[src/rtl/jt10_adpcma_rom.sv]
// ADPCM-A sample ROM responder: per-channel one-byte cache in front of a
// req/ack byte memory, with late-fetch detection and a one-deep request queue.
module jt10_adpcma_rom #(
    parameter int AW = 24
) (
    input  logic          clk,
    input  logic          rst_n,
    input  logic          cen6,
    input  logic          slot_sync,
    input  logic [19:0]   addr,
    input  logic [3:0]    bank,
    input  logic          roe_n,
    output logic [7:0]    datain,
    output logic [AW-1:0] mem_addr,
    output logic          mem_req,
    input  logic          mem_ok,
    input  logic [7:0]    mem_data,
    input  logic          flush,
    output logic          late,
    input  logic          clr_late
);

    typedef enum logic {IDLE, REQ} state_t;

    state_t      state, state_nxt;
    logic [2:0]  slot_cnt, cur_slot;
    logic [23:0] key, pend_key, q_key;
    logic [2:0]  pend_slot, q_slot;
    logic        q_valid, timely, nocache;
    logic [5:0]  c_valid;
    logic [23:0] c_key  [0:5];
    logic [7:0]  c_data [0:5];

    logic        ok_evt, fill_en, lookup, bypass, hit, miss, late_evt;
    logic        issue_new, issue_q;
    logic [7:0]  hit_data;

    assign key      = {bank, addr};
    assign cur_slot = slot_sync ? 3'd0 : slot_cnt;
    assign ok_evt   = (state == REQ) && mem_ok;
    assign fill_en  = ok_evt && !nocache && !flush;
    assign lookup   = cen6 && !roe_n;
    // A fill landing on the same cycle as the lookup is visible to it
    assign bypass   = fill_en && (pend_slot == cur_slot) && (pend_key == key);
    assign hit      = lookup && (bypass ||
                      (!flush && c_valid[cur_slot] && (c_key[cur_slot] == key)));
    assign hit_data = bypass ? mem_data : c_data[cur_slot];
    assign miss     = lookup && !hit;
    assign late_evt = cen6 && (state == REQ) && !mem_ok;

    assign mem_req  = (state == REQ);
    assign mem_addr = AW'(pend_key);

    always_ff @(posedge clk or negedge rst_n) begin
        if (!rst_n) state <= IDLE;
        else        state <= state_nxt;
    end

    always_comb begin
        state_nxt = state;
        issue_new = 1'b0;
        issue_q   = 1'b0;
        case (state)
            IDLE: begin
                if (miss) begin
                    state_nxt = REQ;
                    issue_new = 1'b1;
                end else if (q_valid) begin
                    state_nxt = REQ;
                    issue_q   = 1'b1;
                end
            end
            REQ: if (mem_ok) state_nxt = IDLE;
            default: state_nxt = IDLE;
        endcase
    end

    always_ff @(posedge clk or negedge rst_n) begin
        if (!rst_n) begin
            slot_cnt  <= 3'd0;
            pend_key  <= 24'd0;
            pend_slot <= 3'd0;
            timely    <= 1'b0;
            nocache   <= 1'b0;
            q_valid   <= 1'b0;
            q_key     <= 24'd0;
            q_slot    <= 3'd0;
        end else begin
            if (cen6) slot_cnt <= (cur_slot == 3'd5) ? 3'd0 : cur_slot + 3'd1;

            if (issue_new) begin
                pend_key  <= key;
                pend_slot <= cur_slot;
                timely    <= 1'b1;
                nocache   <= flush;
            end else if (issue_q) begin
                pend_key  <= q_key;
                pend_slot <= q_slot;
                timely    <= 1'b1;
                nocache   <= flush;
            end else begin
                if (flush)    nocache <= 1'b1;
                if (late_evt) timely  <= 1'b0;
            end

            // Newest miss overwrites whatever is queued
            if (miss && state == REQ) begin
                q_valid <= 1'b1;
                q_key   <= key;
                q_slot  <= cur_slot;
            end else if (issue_new || issue_q) begin
                q_valid <= 1'b0;
            end
        end
    end

    always_ff @(posedge clk or negedge rst_n) begin
        if (!rst_n) begin
            c_valid <= 6'd0;
            for (int i = 0; i < 6; i++) begin
                c_key[i]  <= 24'd0;
                c_data[i] <= 8'd0;
            end
        end else begin
            if (flush) c_valid <= 6'd0;
            if (fill_en) begin
                c_valid[pend_slot] <= 1'b1;
                c_key[pend_slot]   <= pend_key;
                c_data[pend_slot]  <= mem_data;
            end
        end
    end

    always_ff @(posedge clk or negedge rst_n) begin
        if (!rst_n) begin
            datain <= 8'd0;
            late   <= 1'b0;
        end else begin
            if (hit)                   datain <= hit_data;
            else if (ok_evt && timely) datain <= mem_data;

            if (late_evt)      late <= 1'b1;
            else if (clr_late) late <= 1'b0;
        end
    end

endmodule

[config.mk]
export PLATFORM = sky130hd
export DESIGN_NAME = jt10_adpcma_rom
export DESIGN_NICKNAME = d
export VERILOG_FILES = /design/src/rtl/jt10_adpcma_rom.sv
export SDC_FILE = /design/constraint.sdc
export NUM_CORES = 1
export LEC_CHECK = 0
export ABC_CLOCK_PERIOD_IN_PS = 9350
export BUFFER_PORTS_ARGS = -buffer_cell sky130_fd_sc_hd__buf_2
export CORE_MARGIN = 10
export CORE_UTILIZATION = 40
export CTS_CLUSTER_DIAMETER = 150
export DETAILED_ROUTE_END_ITERATION = 16
export HOLD_SLACK_MARGIN = 0.03
export PLACE_DENSITY_LB_ADDON = 0.1
export SLEW_MARGIN = 20
export SYNTH_ARGS = -nofsm -noshare
export SYNTH_HDL_FRONTEND = slang
export SYNTH_SLANG_ARGS = --single-unit
[constraint.sdc]
create_clock -name clk -period 9.35 [get_ports clk]
set_input_delay 0.4675 -clock clk [delete_from_list [all_inputs] [get_ports clk]]
set_output_delay 0.4675 -clock clk [all_outputs]
set_load 0.05 [all_outputs]
==> flow_summary.rst, run 1 <==
.. list-table::
   :header-rows: 1

   * - Metric
     - Value
   * - Status
     - finished, final reports clean
   * - Count of final max-slew check failures
     - 0
   * - Row cnt
     - 66
   * - Synthesized flop and latch total
     - 268
   * - Final-stage net count
     - 1205
   * - Master cell of the clock root buffer
     - sky130_fd_sc_hd__clkbuf_16
   * - Fin cells
     - around 1600
   * - Data required time at the worst endpoint
     - 9.85 ns
   * - RSZ-0062 raised after global routing
     - false
   * - Resized Gates After CTS
     - 0
   * - Setup TNS Final
     - 0 ns
   * - Leak
     - 6.93 nW
   * - TritonCTS buffer count
     - 31
   * - Buffer depth of the longest clock path
     - 3
   * - Max FO, Critical Path
     - 44
   * - Number of top-level design ports
     - 74
   * - Synthesized instance count
     - 1133
   * - Post-Synthesis Cell Area
     - 13100 um^2
   * - Initial antenna violation count
     - 0
   * - Number of different library cells in the post-synthesis netlist
     - between 60 and 70
   * - Vias in the first global route
     - about 9500
   * - Met3 demand-to-capacity share in global routing
     - approximately 2.5%
   * - Maximum clock frequency
     - just under 0.2 GHz
   * - Critical path startpoint category
     - flop
   * - HPWL after detailed placement
     - 25600 um
   * - Via count
     - 9183
   * - Die Span Y
     - 201 um
   * - Clk sink count
     - 268
   * - Final number of setup-violating endpoints
     - 0
   * - Sequential cell area in the final layout
     - 6710 um^2
   * - Final weighted congestion of routability-driven global placement
     - 0.866
   * - DR pass1 iterations
     - 8
   * - Slew of the pin with the lowest slew margin
     - 1.01 ns
   * - Synth-to-Final Area Change
     - 13.9%
   * - Placeable Area
     - around 32000 um^2
   * - Fill cell total of the finished layout
     - between 3000 and 4000
   * - Fin crit share
     - between 50% and 60%
   * - Count of unresolved DRC violations after routing
     - 0
   * - Wire length of the first global-routing pass
     - 60900 um
   * - H-tree depth
     - 1
   * - Yosys warns
     - 0
   * - Critical Path End Type
     - flop
   * - Global routing usage summed across all routing layers
     - 19.1%
   * - Final worst path period need
     - 5.04 ns
   * - Max transition margin
     - between 30% and 40%
   * - Busiest layer in global routing
     - met2
   * - Worst-case vdd ir drop
     - 0.164 mV
   * - Fraction of post-synthesis cell area in the top cell type by area
     - 51.1%
   * - Ratio of total power to cell area
     - between 300 and 400 nW/um^2
   * - Class of the most critical hold timing path
     - in2reg
   * - Critical-path cell with the highest stage delay
     - sky130_fd_sc_hd__a21oi_4
   * - Worst hold slack
     - approximately 0.095 ns
   * - Synthesized Nets
     - about 1200
   * - Final setup skew
     - 0.0131 ns
   * - Total of buffers placed on input and output ports
     - 73
   * - Met2 GRT Util
     - 30.2%
   * - Mean cell area of the mapped netlist
     - 11.6 um^2
   * - Footprint of the multi-input gates
     - a little under 6000 um^2
   * - Leading cell type in the layout, fill and taps excluded
     - sky130_fd_sc_hd__dfrtp_1
   * - Fraction of layout cells with a size suffix above 1
     - 32.0%
   * - Final Hold Violating Endpoints
     - 0
   * - Number of instances in the placed design
     - around 1600
   * - Sequential cell area fraction in the yosys report
     - 51.1%
   * - Kind of critical path
     - reg2reg
   * - Skew-Pair Late Insertion Delay
     - 0.56 ns
   * - Post-route ant nets
     - 0
   * - # Max-Cap Violations
     - 0
   * - DIE WIDTH
     - 201 um
   * - Die Area
     - 40400 um^2
   * - Detailed Route Iter0 Violations
     - 672
   * - Clock edge transition at the registers on the reported setup and hold paths
     - 0.06 ns
   * - Top library cells by usage in the layout, fill and taps aside
     - 267 x sky130_fd_sc_hd__dfrtp_1, 198 x sky130_fd_sc_hd__mux2_2, 117 x sky130_fd_sc_hd__nand2_1, 72 x sky130_fd_sc_hd__buf_2
   * - Aggregate routed wire length
     - ~39000 um
   * - Met1 Usage GRT
     - around 27%
   * - Post-synth top area cell
     - sky130_fd_sc_hd__dfrtp_1
   * - Worst EP arrival
     - about 5.5 ns
   * - Per-cell via count in the routed design
     - around 5.6
   * - Clock tree from TritonCTS
     - yes
   * - Congestion Overflow GR
     - 0
   * - Worst-path cell chain
     - nand2b_1 > buf_4 > o22ai_1 > a222oi_1 > mux2i_1 > nor4_1 > and4b_1 > nand4_4 > nand2_2 > a21oi_4 > o22a_1
   * - Wire per inst
     - 23.9 um
   * - Starting Density
     - about two fifths
   * - FFs w/ async S/R, synth
     - 100%
   * - Synth area leaders
     - sky130_fd_sc_hd__dfrtp_1 51%, sky130_fd_sc_hd__mux2_2 17%, sky130_fd_sc_hd__mux2i_1 4.3%
   * - Largest net degree at the start of global routing
     - 74
   * - Largest stage delay on the critical path
     - 1.01 ns
   * - Main synth FF type
     - sky130_fd_sc_hd__dfrtp_1
   * - Number of enable-type register cells in the synthesized netlist
     - 0
   * - Number of inserted diodes
     - 0
[kinds of logic after synthesis]
group                  Yosys count  synth area share, %
flip-flops                     268                 51.1
multiplexers                   260                 21.8
AO/OA/AOI/OAI                  226                 13.1
AND/OR/NAND/NOR                206                 7.28
buffers and inverters          146                 4.88
XOR/XNOR                        27                 1.80
[synth_stat cells, types with 5 or more instances]
library cell,n
sky130_fd_sc_hd__a2bb2oi_1,18
sky130_fd_sc_hd__o2bb2ai_1,16
sky130_fd_sc_hd__nor2_1,15
sky130_fd_sc_hd__nand3_1,19
sky130_fd_sc_hd__o22ai_1,23
sky130_fd_sc_hd__buf_6,7
sky130_fd_sc_hd__a222oi_1,8
sky130_fd_sc_hd__inv_1,49
sky130_fd_sc_hd__mux2i_1,57
sky130_fd_sc_hd__o2bb2ai_2,9
sky130_fd_sc_hd__a31oi_1,12
sky130_fd_sc_hd__mux2_2,198
sky130_fd_sc_hd__clkbuf_1,46
sky130_fd_sc_hd__xnor2_1,24
sky130_fd_sc_hd__a2bb2oi_2,9
sky130_fd_sc_hd__nor3_1,15
sky130_fd_sc_hd__nand2_1,117
sky130_fd_sc_hd__o32ai_1,6
sky130_fd_sc_hd__buf_4,6
sky130_fd_sc_hd__buf_2,14
sky130_fd_sc_hd__a21oi_1,18
sky130_fd_sc_hd__buf_1,23
sky130_fd_sc_hd__a22oi_1,5
sky130_fd_sc_hd__nor2b_1,8
sky130_fd_sc_hd__o221ai_1,11
sky130_fd_sc_hd__nor4_1,5
sky130_fd_sc_hd__nand4_1,8
sky130_fd_sc_hd__dfrtp_1,268
sky130_fd_sc_hd__o21ai_0,57
sky130_fd_sc_hd__mux2_1,5
sky130_fd_sc_hd__o22a_1,7
[power by group]
part / switching, mW / total, mW / internal [mW]
combinational: 0.770 / 1.33 / 0.559
sequential: 0.373 / 1.90 / 1.53
clock: 0.494 / 1.35 / 0.852
[routing by layer]
| metal | share of wire, % | vias up |
|---|---|---|
| li1 | - | 4147 |
| met1 | 48 | 4780 |
| met2 | 46 | 197 |
| met3 | 3.9 | 59 |
| met4 | 1.9 | 0 |
| met5 | 0 | - |
[critical path: cells and delay by family (launching register included)]
kind	cells	cell delay [ns]
buf+inv	1	0.41
compound gates	4	1.79
flops	1	0.75
simple gates	5	1.55
mux	1	0.46
[repair_timing]
item	in CTS	in global routing
buffers inserted	0	0
endpoints found under the hold margin	55	0
hold buffers	1	0
[registers in the layout, indices dropped and copies added, names as in the netlist]
signal / cells
c_key: 144
c_data: 48
mem_addr: 24
q_key: 24
datain: 8
c_valid: 6
pend_slot: 3
q_slot: 3
slot_cnt: 3
late: 1
mem_req: 1
nocache: 1
q_valid: 1
timely: 1
[metrics by stage]
| step | power [mW] | instance area [um^2] | setup WS [ns] | utilization, % |
|---|---|---|---|---|
| 4_1_cts | 4.61 | 14900 | 4.26 | 46.0 |
| 2_1_floorplan | 2.83 | 13100 | 6.24 | - |
| 5_1_grt | 4.81 | 14900 | 3.94 | 46.0 |
| 6_report | 4.57 | 14900 | 4.31 | 46.0 |
| 3_5_place_dp | 3.25 | 13800 | 4.07 | 42.5 |
| 3_3_place_gp | 3.23 | 13800 | 4.17 | 42.5 |
[final timing paths]
check | start | endpoint | slack (ns) | depth (start not counted)
worst min-delay path | clr_late | late$_DFFE_PN0P_ | 0.09 | 2
max in group asynchronous | rst_n | c_key[57]$_DFFE_PN0P_ | 6.82 | 4
worst max register to register | slot_cnt[0]$_DFFE_PN0P_ | mem_addr[22]$_DFFE_PN0P_ | 4.31 | 11
min in group asynchronous | rst_n | c_key[43]$_DFFE_PN0P_ | 0.42 | 2
worst min register to register | c_valid[2]$_DFF_PN0_ | c_valid[2]$_DFF_PN0_ | 0.48 | 1
worst max-delay path | slot_cnt[0]$_DFFE_PN0P_ | mem_addr[22]$_DFFE_PN0P_ | 4.31 | 11
[cell type report]
class / instances / share of cell area [%]
flip-flops and latches: 268 / 44.9
multi-input cells: 719 / 38.9
clock buffers: 43 / 5.96
clock inverters: 14 / 1.64
repair buffers: 95 / 3.63
inverters: 50 / 1.26
well taps: 442 / 3.70
Note: power is estimated with default switching activity, not from simulation.
==> run 2, diff against run 1 <==
--- a/config.mk
+++ b/config.mk
@@ -5,7 +5,7 @@
 export SDC_FILE = /design/constraint.sdc
 export NUM_CORES = 1
 export LEC_CHECK = 0
-export ABC_CLOCK_PERIOD_IN_PS = 9350
+export ABC_CLOCK_PERIOD_IN_PS = 4300
 export BUFFER_PORTS_ARGS = -buffer_cell sky130_fd_sc_hd__buf_2
 export CORE_MARGIN = 10
 export CORE_UTILIZATION = 40
==> constraint.sdc (replaced) <==
create_clock -name clk -period 4.3 [get_ports clk]
set_input_delay 0.215 -clock clk [delete_from_list [all_inputs] [get_ports clk]]
set_output_delay 0.215 -clock clk [all_outputs]
set_load 0.05 [all_outputs]
==> run 2 against run 1 <==
Effect of this change:
- fmax up 29%
- cell area grew 3.1%
- clock power grew 100%
- largest power group unchanged
==> flow_summary.rst, run 2 (synthesis results as in run 1) <==
.. list-table::
   :header-rows: 1

   * - Metric
     - Value
   * - Largest net degree at the start of global routing
     - 98
   * - Total of buffers placed on input and output ports
     - 73
   * - Global routing usage summed across all routing layers
     - slightly below 20%
   * - Row cnt
     - 66
   * - Leak
     - 7.16 nW
   * - Final worst path period need
     - 3.91 ns
   * - Class of the most critical hold timing path
     - in2reg
   * - Hold Path Depth
     - 2
   * - Fin cells
     - 1682
   * - Number of instances in the placed design
     - approximately 1600
   * - HPWL after detailed placement
     - between 20000 and 30000 um
   * - Met2 GRT Util
     - 30.4%
   * - Placeable Area
     - 32500 um^2
   * - Final Hold Violating Endpoints
     - 0
   * - Critical path startpoint category
     - flop
   * - Synth-to-Final Area Change
     - 17.4%
   * - Total power after layout
     - 9.88 mW
   * - Per-cell via count in the routed design
     - about 5.5
   * - Data required time at the worst endpoint
     - 4.75 ns
   * - Post-CTS Repair Setup Buffers
     - 0
   * - Reg-to-reg critical path endpoint
     - q_key[5]$_DFFE_PN0P_
   * - Vias in the first global route
     - 9677
   * - Top library cells by usage in the layout, fill and taps aside
     - 267 x sky130_fd_sc_hd__dfrtp_1, 198 x sky130_fd_sc_hd__mux2_2, 117 x sky130_fd_sc_hd__nand2_1, 72 x sky130_fd_sc_hd__buf_2
   * - Reg2Reg Depth
     - 12
   * - Hold Crit Endpoint
     - q_key[11]$_DFFE_PN0P_
   * - Flip-flop count of the largest register, all copies and words added
     - 144
   * - Clock tree from TritonCTS
     - yes
   * - TritonCTS buffer count
     - 30
   * - Final-stage net count
     - 1256
   * - Count of unresolved DRC violations after routing
     - 0
   * - Fraction of layout cells with a size suffix above 1
     - between 30% and 40%
   * - Share of the core filled with cells in the final layout
     - a little under half
   * - Slew of the pin with the lowest slew margin
     - 1.02 ns
   * - Status
     - finished, final reports clean
   * - Die Span Y
     - 201 um
   * - Aggregate routed wire length
     - 39400 um
   * - H-tree depth
     - 1
   * - Register-to-register path setup slack
     - 0.39 ns
   * - Ratio of total power to cell area
     - approximately 640 nW/um^2
   * - Clock edge transition at the registers on the reported setup and hold paths
     - 0.06 ns
   * - Die Area
     - 40400 um^2
   * - Kind of critical path
     - reg2reg
   * - Count of final max-slew check failures
     - 0
   * - Setup TNS Final
     - 0 ns
   * - Starting Density
     - about 40%
   * - Worst-case vdd ir drop
     - just over 0.5 mV
   * - Initial antenna violation count
     - 0
   * - Top flop regs
     - c_key x144, c_data x48
   * - Max FO, Critical Path
     - 22
   * - Register bank with the most flops
     - c_key
   * - Number of inserted diodes
     - 0
   * - Met3 demand-to-capacity share in global routing
     - 2.53%
   * - Final setup skew
     - 0.0126 ns
   * - Wire length of the first global-routing pass
     - 61600 um
   * - Leading cell type in the layout, fill and taps excluded
     - sky130_fd_sc_hd__dfrtp_1
   * - Final number of setup-violating endpoints
     - 0
   * - # Max-Cap Violations
     - 0
   * - Fin crit share
     - 91.0%
   * - Congestion Overflow GR
     - 0
   * - Maximum clock frequency
     - 0.256 GHz
   * - Resized Gates After CTS
     - 0
   * - Master cell of the clock root buffer
     - sky130_fd_sc_hd__clkbuf_16
   * - Worst EP arrival
     - 4.36 ns
   * - Max transition margin
     - 31.9%
   * - RSZ-0062 raised after global routing
     - false
   * - Detailed Route Iter0 Violations
     - between 600 and 700
   * - Footprint of the multi-input gates
     - 5810 um^2
   * - DIE WIDTH
     - about 200 um
   * - Sequential cell area in the final layout
     - around 6700 um^2
   * - Hold-fix buffers, CTS
     - 28
   * - Fill cell total of the finished layout
     - 2980
   * - Number of top-level design ports
     - between 70 and 80
   * - Final weighted congestion of routability-driven global placement
     - around 0.9
   * - DR pass1 iterations
     - 5
   * - Met1 Usage GRT
     - 28.0%
   * - Busiest layer in global routing
     - met2
   * - Clk sink count
     - 268
   * - RR Startpoint
     - slot_cnt[1]$_DFFE_PN0P_
   * - Wire per inst
     - between 20 and 25 um
   * - Critical Path End Type
     - flop
   * - Post-route ant nets
     - 0
   * - Via count
     - 9304
   * - Buffer depth of the longest clock path
     - 3
   * - Beginning of the worst hold path
     - addr[11]
   * - Skew-Pair Late Insertion Delay
     - 0.56 ns
[run 2: cell types whose count changed in the layout (fill, tap and decap cells not counted)]
cell / previous run / this run
sky130_fd_sc_hd__clkinv_4: 0 / 1
sky130_fd_sc_hd__buf_4: 21 / 40
sky130_fd_sc_hd__clkinv_2: 8 / 10
sky130_fd_sc_hd__clkbuf_1: 5 / 4
sky130_fd_sc_hd__buf_12: 0 / 6
sky130_fd_sc_hd__clkbuf_8: 7 / 5
sky130_fd_sc_hd__dlygate4sd3_1: 1 / 28
sky130_fd_sc_hd__bufinv_16: 7 / 5
sky130_fd_sc_hd__clkinv_1: 0 / 1
[run 2: per-layer routing]
layer | vias to the layer above | wire (um)
met4 | 0 | 717
met2 | 217 | 17900
met3 | 52 | 1480
met5 | - | 0
met1 | 4776 | 19300
li1 | 4259 | -
[run 2: area by class of cell]
cell class              count  area share, %
clock buffers              40           5.58
clock inverters            16           1.36
flip-flops and latches    268           43.6
inverters                  50           1.22
well taps                 442           3.59
multi-input cells         719           37.7
repair buffers            147           6.99
[run 2: worst max path at each step]
stage | start | endpoint | depth (start not counted)
finish | slot_cnt[1]$_DFFE_PN0P_ | q_key[5]$_DFFE_PN0P_ | 12
global route | slot_cnt[1]$_DFFE_PN0P_ | q_key[6]$_DFFE_PN0P_ | 12
CTS | slot_cnt[1]$_DFFE_PN0P_ | q_key[11]$_DFFE_PN0P_ | 12
detailed placement | slot_cnt[1]$_DFFE_PN0P_ | q_key[5]$_DFFE_PN0P_ | 12
global placement | slot_cnt[1]$_DFFE_PN0P_ | q_key[6]$_DFFE_PN0P_ | 12
floorplan | slot_cnt[0]$_DFFE_PN0P_ | q_key[21]$_DFFE_PN0P_ | 12
[run 2: worst max-delay path, stage by stage (launching register included)]
cell and delay [ns]:
sky130_fd_sc_hd__dfrtp_1 0.45, sky130_fd_sc_hd__buf_4 0.24, sky130_fd_sc_hd__nor3b_1 0.57, sky130_fd_sc_hd__buf_4 0.27, sky130_fd_sc_hd__nand2_1 0.09, sky130_fd_sc_hd__nand2_1 0.08
sky130_fd_sc_hd__mux2i_1 0.08, sky130_fd_sc_hd__nor4_1 0.63, sky130_fd_sc_hd__and4b_1 0.36, sky130_fd_sc_hd__nand4_4 0.15, sky130_fd_sc_hd__nand3_2 0.29, sky130_fd_sc_hd__buf_12 0.22
sky130_fd_sc_hd__mux2_2 0.35
[run 2: power by group]
group	switching (mW)	total, mW	internal, mW
sequential	0.764	4.08	3.32
combinational	1.75	3.04	1.29
clock	1.06	2.76	1.70
total	3.57	9.88	6.30
[run 2: metrics by stage]
stage	hold WS, ns	area, um^2	worst slack [ns]
6_report	0.0451	15400	0.387
2_1_floorplan	-0.0806	13100	1.33
4_1_cts	0.0305	15400	0.425
3_5_place_dp	0.307	14100	0.446
3_3_place_gp	0.302	14100	0.411
5_1_grt	0.0488	15400	0.157
==> run 3, diff against run 2 <==
--- a/config.mk
+++ b/config.mk
@@ -7,12 +7,16 @@
 export LEC_CHECK = 0
 export ABC_CLOCK_PERIOD_IN_PS = 4300
 export BUFFER_PORTS_ARGS = -buffer_cell sky130_fd_sc_hd__buf_2
+export CELL_PAD_IN_SITES_DETAIL_PLACEMENT = 1
+export CELL_PAD_IN_SITES_GLOBAL_PLACEMENT = 1
 export CORE_MARGIN = 10
 export CORE_UTILIZATION = 40
 export CTS_CLUSTER_DIAMETER = 150
+export CTS_CLUSTER_SIZE = 10
 export DETAILED_ROUTE_END_ITERATION = 16
 export HOLD_SLACK_MARGIN = 0.03
 export PLACE_DENSITY_LB_ADDON = 0.1
+export RECOVER_POWER = 100
 export SLEW_MARGIN = 20
 export SYNTH_ARGS = -nofsm -noshare
 export SYNTH_HDL_FRONTEND = slang
==> run 3 against run 2 <==
Effect of this change:
- the run now ends with max-capacitance violations, max-slew violations left
- critical path depth grew 2
- register-to-register slack gained 0.06 ns
- via count grew 1.3%
- worst hold slack lost 0.0014 ns
==> flow_summary.rst, run 3 (synthesis results as in run 1) <==
.. list-table::
   :header-rows: 1

   * - Metric
     - Value
   * - Reg-to-reg critical path endpoint
     - mem_addr[7]$_DFFE_PN0P_
   * - Met3 demand-to-capacity share in global routing
     - 3.45%
   * - H-tree depth
     - 1
   * - Slew of the pin with the lowest slew margin
     - between 3 and 4 ns
   * - Per-cell via count in the routed design
     - approximately 5.6
   * - Max FO, Critical Path
     - 14
   * - Total power after layout
     - 9.40 mW
   * - Register bank with the most flops
     - c_key
   * - Hold-fix buffers, CTS
     - 30
   * - Met1 Usage GRT
     - approximately 29%
   * - Die Span Y
     - 201 um
   * - Met2 GRT Util
     - 34.5%
   * - Summed area of non-filler cells in the final layout
     - 15000 um^2
   * - Starting Density
     - between 40% and 50%
   * - Class of the most critical hold timing path
     - in2reg
   * - Count of final max-slew check failures
     - 201
   * - Top flop regs
     - c_key x144, c_data x48
   * - Setup crit start
     - slot_sync
   * - Largest net degree at the start of global routing
     - 113
   * - Buffer depth of the longest clock path
     - 3
   * - Resized Gates After CTS
     - 0
   * - Maximum clock frequency
     - 0.255 GHz
   * - Total of buffers placed on input and output ports
     - 73
   * - Clk sink count
     - 268
   * - Post-CTS Repair Setup Buffers
     - 0
   * - Count of unresolved DRC violations after routing
     - 0
   * - Number of top-level design ports
     - 74
   * - DR pass1 iterations
     - 6
   * - Final number of setup-violating endpoints
     - 0
   * - Clock edge transition at the registers on the reported setup and hold paths
     - 0.06 ns
   * - HPWL after detailed placement
     - 29200 um
   * - Row cnt
     - 66
   * - Register-to-register path setup slack
     - about 0.45 ns
   * - Vias in the first global route
     - 10300
   * - Top library cells by usage in the layout, fill and taps aside
     - 267 x sky130_fd_sc_hd__dfrtp_1, 198 x sky130_fd_sc_hd__mux2_2, 117 x sky130_fd_sc_hd__nand2_1, 58 x sky130_fd_sc_hd__o21ai_0, 57 x sky130_fd_sc_hd__mux2i_1
   * - Hold Path Depth
     - 2
   * - Global routing usage summed across all routing layers
     - 21.1%
   * - Skew-Pair Late Insertion Delay
     - about 0.57 ns
   * - Leading cell type in the layout, fill and taps excluded
     - sky130_fd_sc_hd__dfrtp_1
   * - Beginning of the worst hold path
     - bank[2]
   * - Reg2Reg Depth
     - 12
   * - Worst-case vdd ir drop
     - 0.383 mV
   * - Die Area
     - approximately 40000 um^2
   * - TritonCTS buffer count
     - 30
   * - Setup TNS Final
     - 0 ns
   * - Final setup skew
     - 0.0227 ns
   * - DIE WIDTH
     - 201 um
   * - Final weighted congestion of routability-driven global placement
     - 0.890
   * - RR Startpoint
     - slot_cnt[0]$_DFFE_PN0P_
   * - Area post-placement
     - 14100 um^2
   * - Busiest layer in global routing
     - met2
   * - Violations in the final reports
     - max-capacitance violations, max-slew violations
   * - Critical path startpoint category
     - primary input
   * - Final-stage net count
     - 1264
   * - Aggregate routed wire length
     - ~43000 um
   * - Data required time at the worst endpoint
     - 4.78 ns
   * - Initial antenna violation count
     - 0
   * - Final Hold Violating Endpoints
     - 0
   * - Leak
     - just under 7 nW
   * - Final worst path period need
     - slightly below 4 ns
   * - Max transition margin
     - -105%
   * - Congestion Overflow GR
     - 0
   * - Clock tree from TritonCTS
     - yes
   * - Post-route ant nets
     - 0
   * - Fraction of layout cells with a size suffix above 1
     - 27.1%
   * - Status
     - finished, violations left
   * - Synth-to-Final Area Change
     - 14.3%
   * - Share of the core filled with cells in the final layout
     - ~46%
   * - Critical Path End Type
     - flop
   * - Hold Crit Endpoint
     - q_key[22]$_DFFE_PN0P_
   * - Via count
     - 9423
   * - Detailed Route Iter0 Violations
     - 733
   * - Fill cell total of the finished layout
     - 3486
   * - Master cell of the clock root buffer
     - sky130_fd_sc_hd__clkbuf_16
   * - Kind of critical path
     - in2reg
   * - Wire length of the first global-routing pass
     - 66300 um
   * - Flip-flop count of the largest register, all copies and words added
     - 144
   * - Ratio of total power to cell area
     - 627 nW/um^2
   * - Wire per inst
     - 25.9 um
   * - Placeable Area
     - 32500 um^2
   * - # Max-Cap Violations
     - 4
   * - RSZ-0062 raised after global routing
     - false
   * - Fin crit share
     - about nine tenths
   * - Worst EP arrival
     - around 4.4 ns
[run 3: cell types whose count changed in the layout (fill, tap and decap cells not counted), sizes merged]
cell,before,now
bufinv,5,0
dlygate4sd3,28,30
buf,119,71
clkbuf,40,87
inv,49,50
diode,0,1
clkinv,12,0
[run 3: where the power goes]
group / switching, mW / internal [mW]
clock: 0.995 / 1.27
sequential: 0.836 / 3.32
combinational: 1.76 / 1.22
[run 3: per-stage QoR]
stage	setup slack, ns	hold WS (ns)	cells
after CTS	0.463	0.0310	1667
after floorplan	1.33	-0.0806	1133
after global routing	0.201	0.0526	1667
final	0.372	0.0436	1668
after global placement	0.502	0.383	1604
after detailed placement	0.482	0.379	1604
[run 3: critical path, stage by stage]
cell	delay, ns
sky130_fd_sc_hd__dlygate4sd3_1	0.56
sky130_fd_sc_hd__buf_2	0.25
sky130_fd_sc_hd__nand2b_2	0.34
sky130_fd_sc_hd__buf_4	0.27
sky130_fd_sc_hd__o22ai_1	0.09
sky130_fd_sc_hd__a222oi_1	0.42
sky130_fd_sc_hd__mux2i_1	0.16
sky130_fd_sc_hd__or4_1	0.58
sky130_fd_sc_hd__and4b_1	0.36
sky130_fd_sc_hd__nand4_4	0.15
sky130_fd_sc_hd__nand2_2	0.31
sky130_fd_sc_hd__clkbuf_2	0.38
sky130_fd_sc_hd__o2bb2ai_1	0.13
sky130_fd_sc_hd__a2bb2oi_1	0.17
[run 3: per-layer routing]
layer	up-vias	share of wire, %
li1	4251	-
met1	4924	47
met2	200	47
met3	48	3.9
met4	0	1.7
met5	-	0
[run 3: final cells by class]
class	count	area (um^2)	share of cell area, %
antenna	1	2.50	0.0167
clock buffer	33	793	5.29
inverter	50	188	1.25
multi-input combinational	719	5740	38.3
sequential	268	6710	44.8
tap	442	553	3.69
timing repair buffer	155	1000	6.67
[run 3: how the worst max path moves through the flow]
| stage | end | depth (start not counted) |
|---|---|---|
| final | mem_addr[7]$_DFFE_PN0P_ | 14 |
| after global routing | mem_addr[7]$_DFFE_PN0P_ | 14 |
| after floorplan | q_key[21]$_DFFE_PN0P_ | 12 |
| after global placement | mem_addr[22]$_DFFE_PN0P_ | 12 |
| after CTS | pend_slot[1]$_DFFE_PN0P_ | 12 |
| after detailed placement | pend_slot[1]$_DFFE_PN0P_ | 12 |
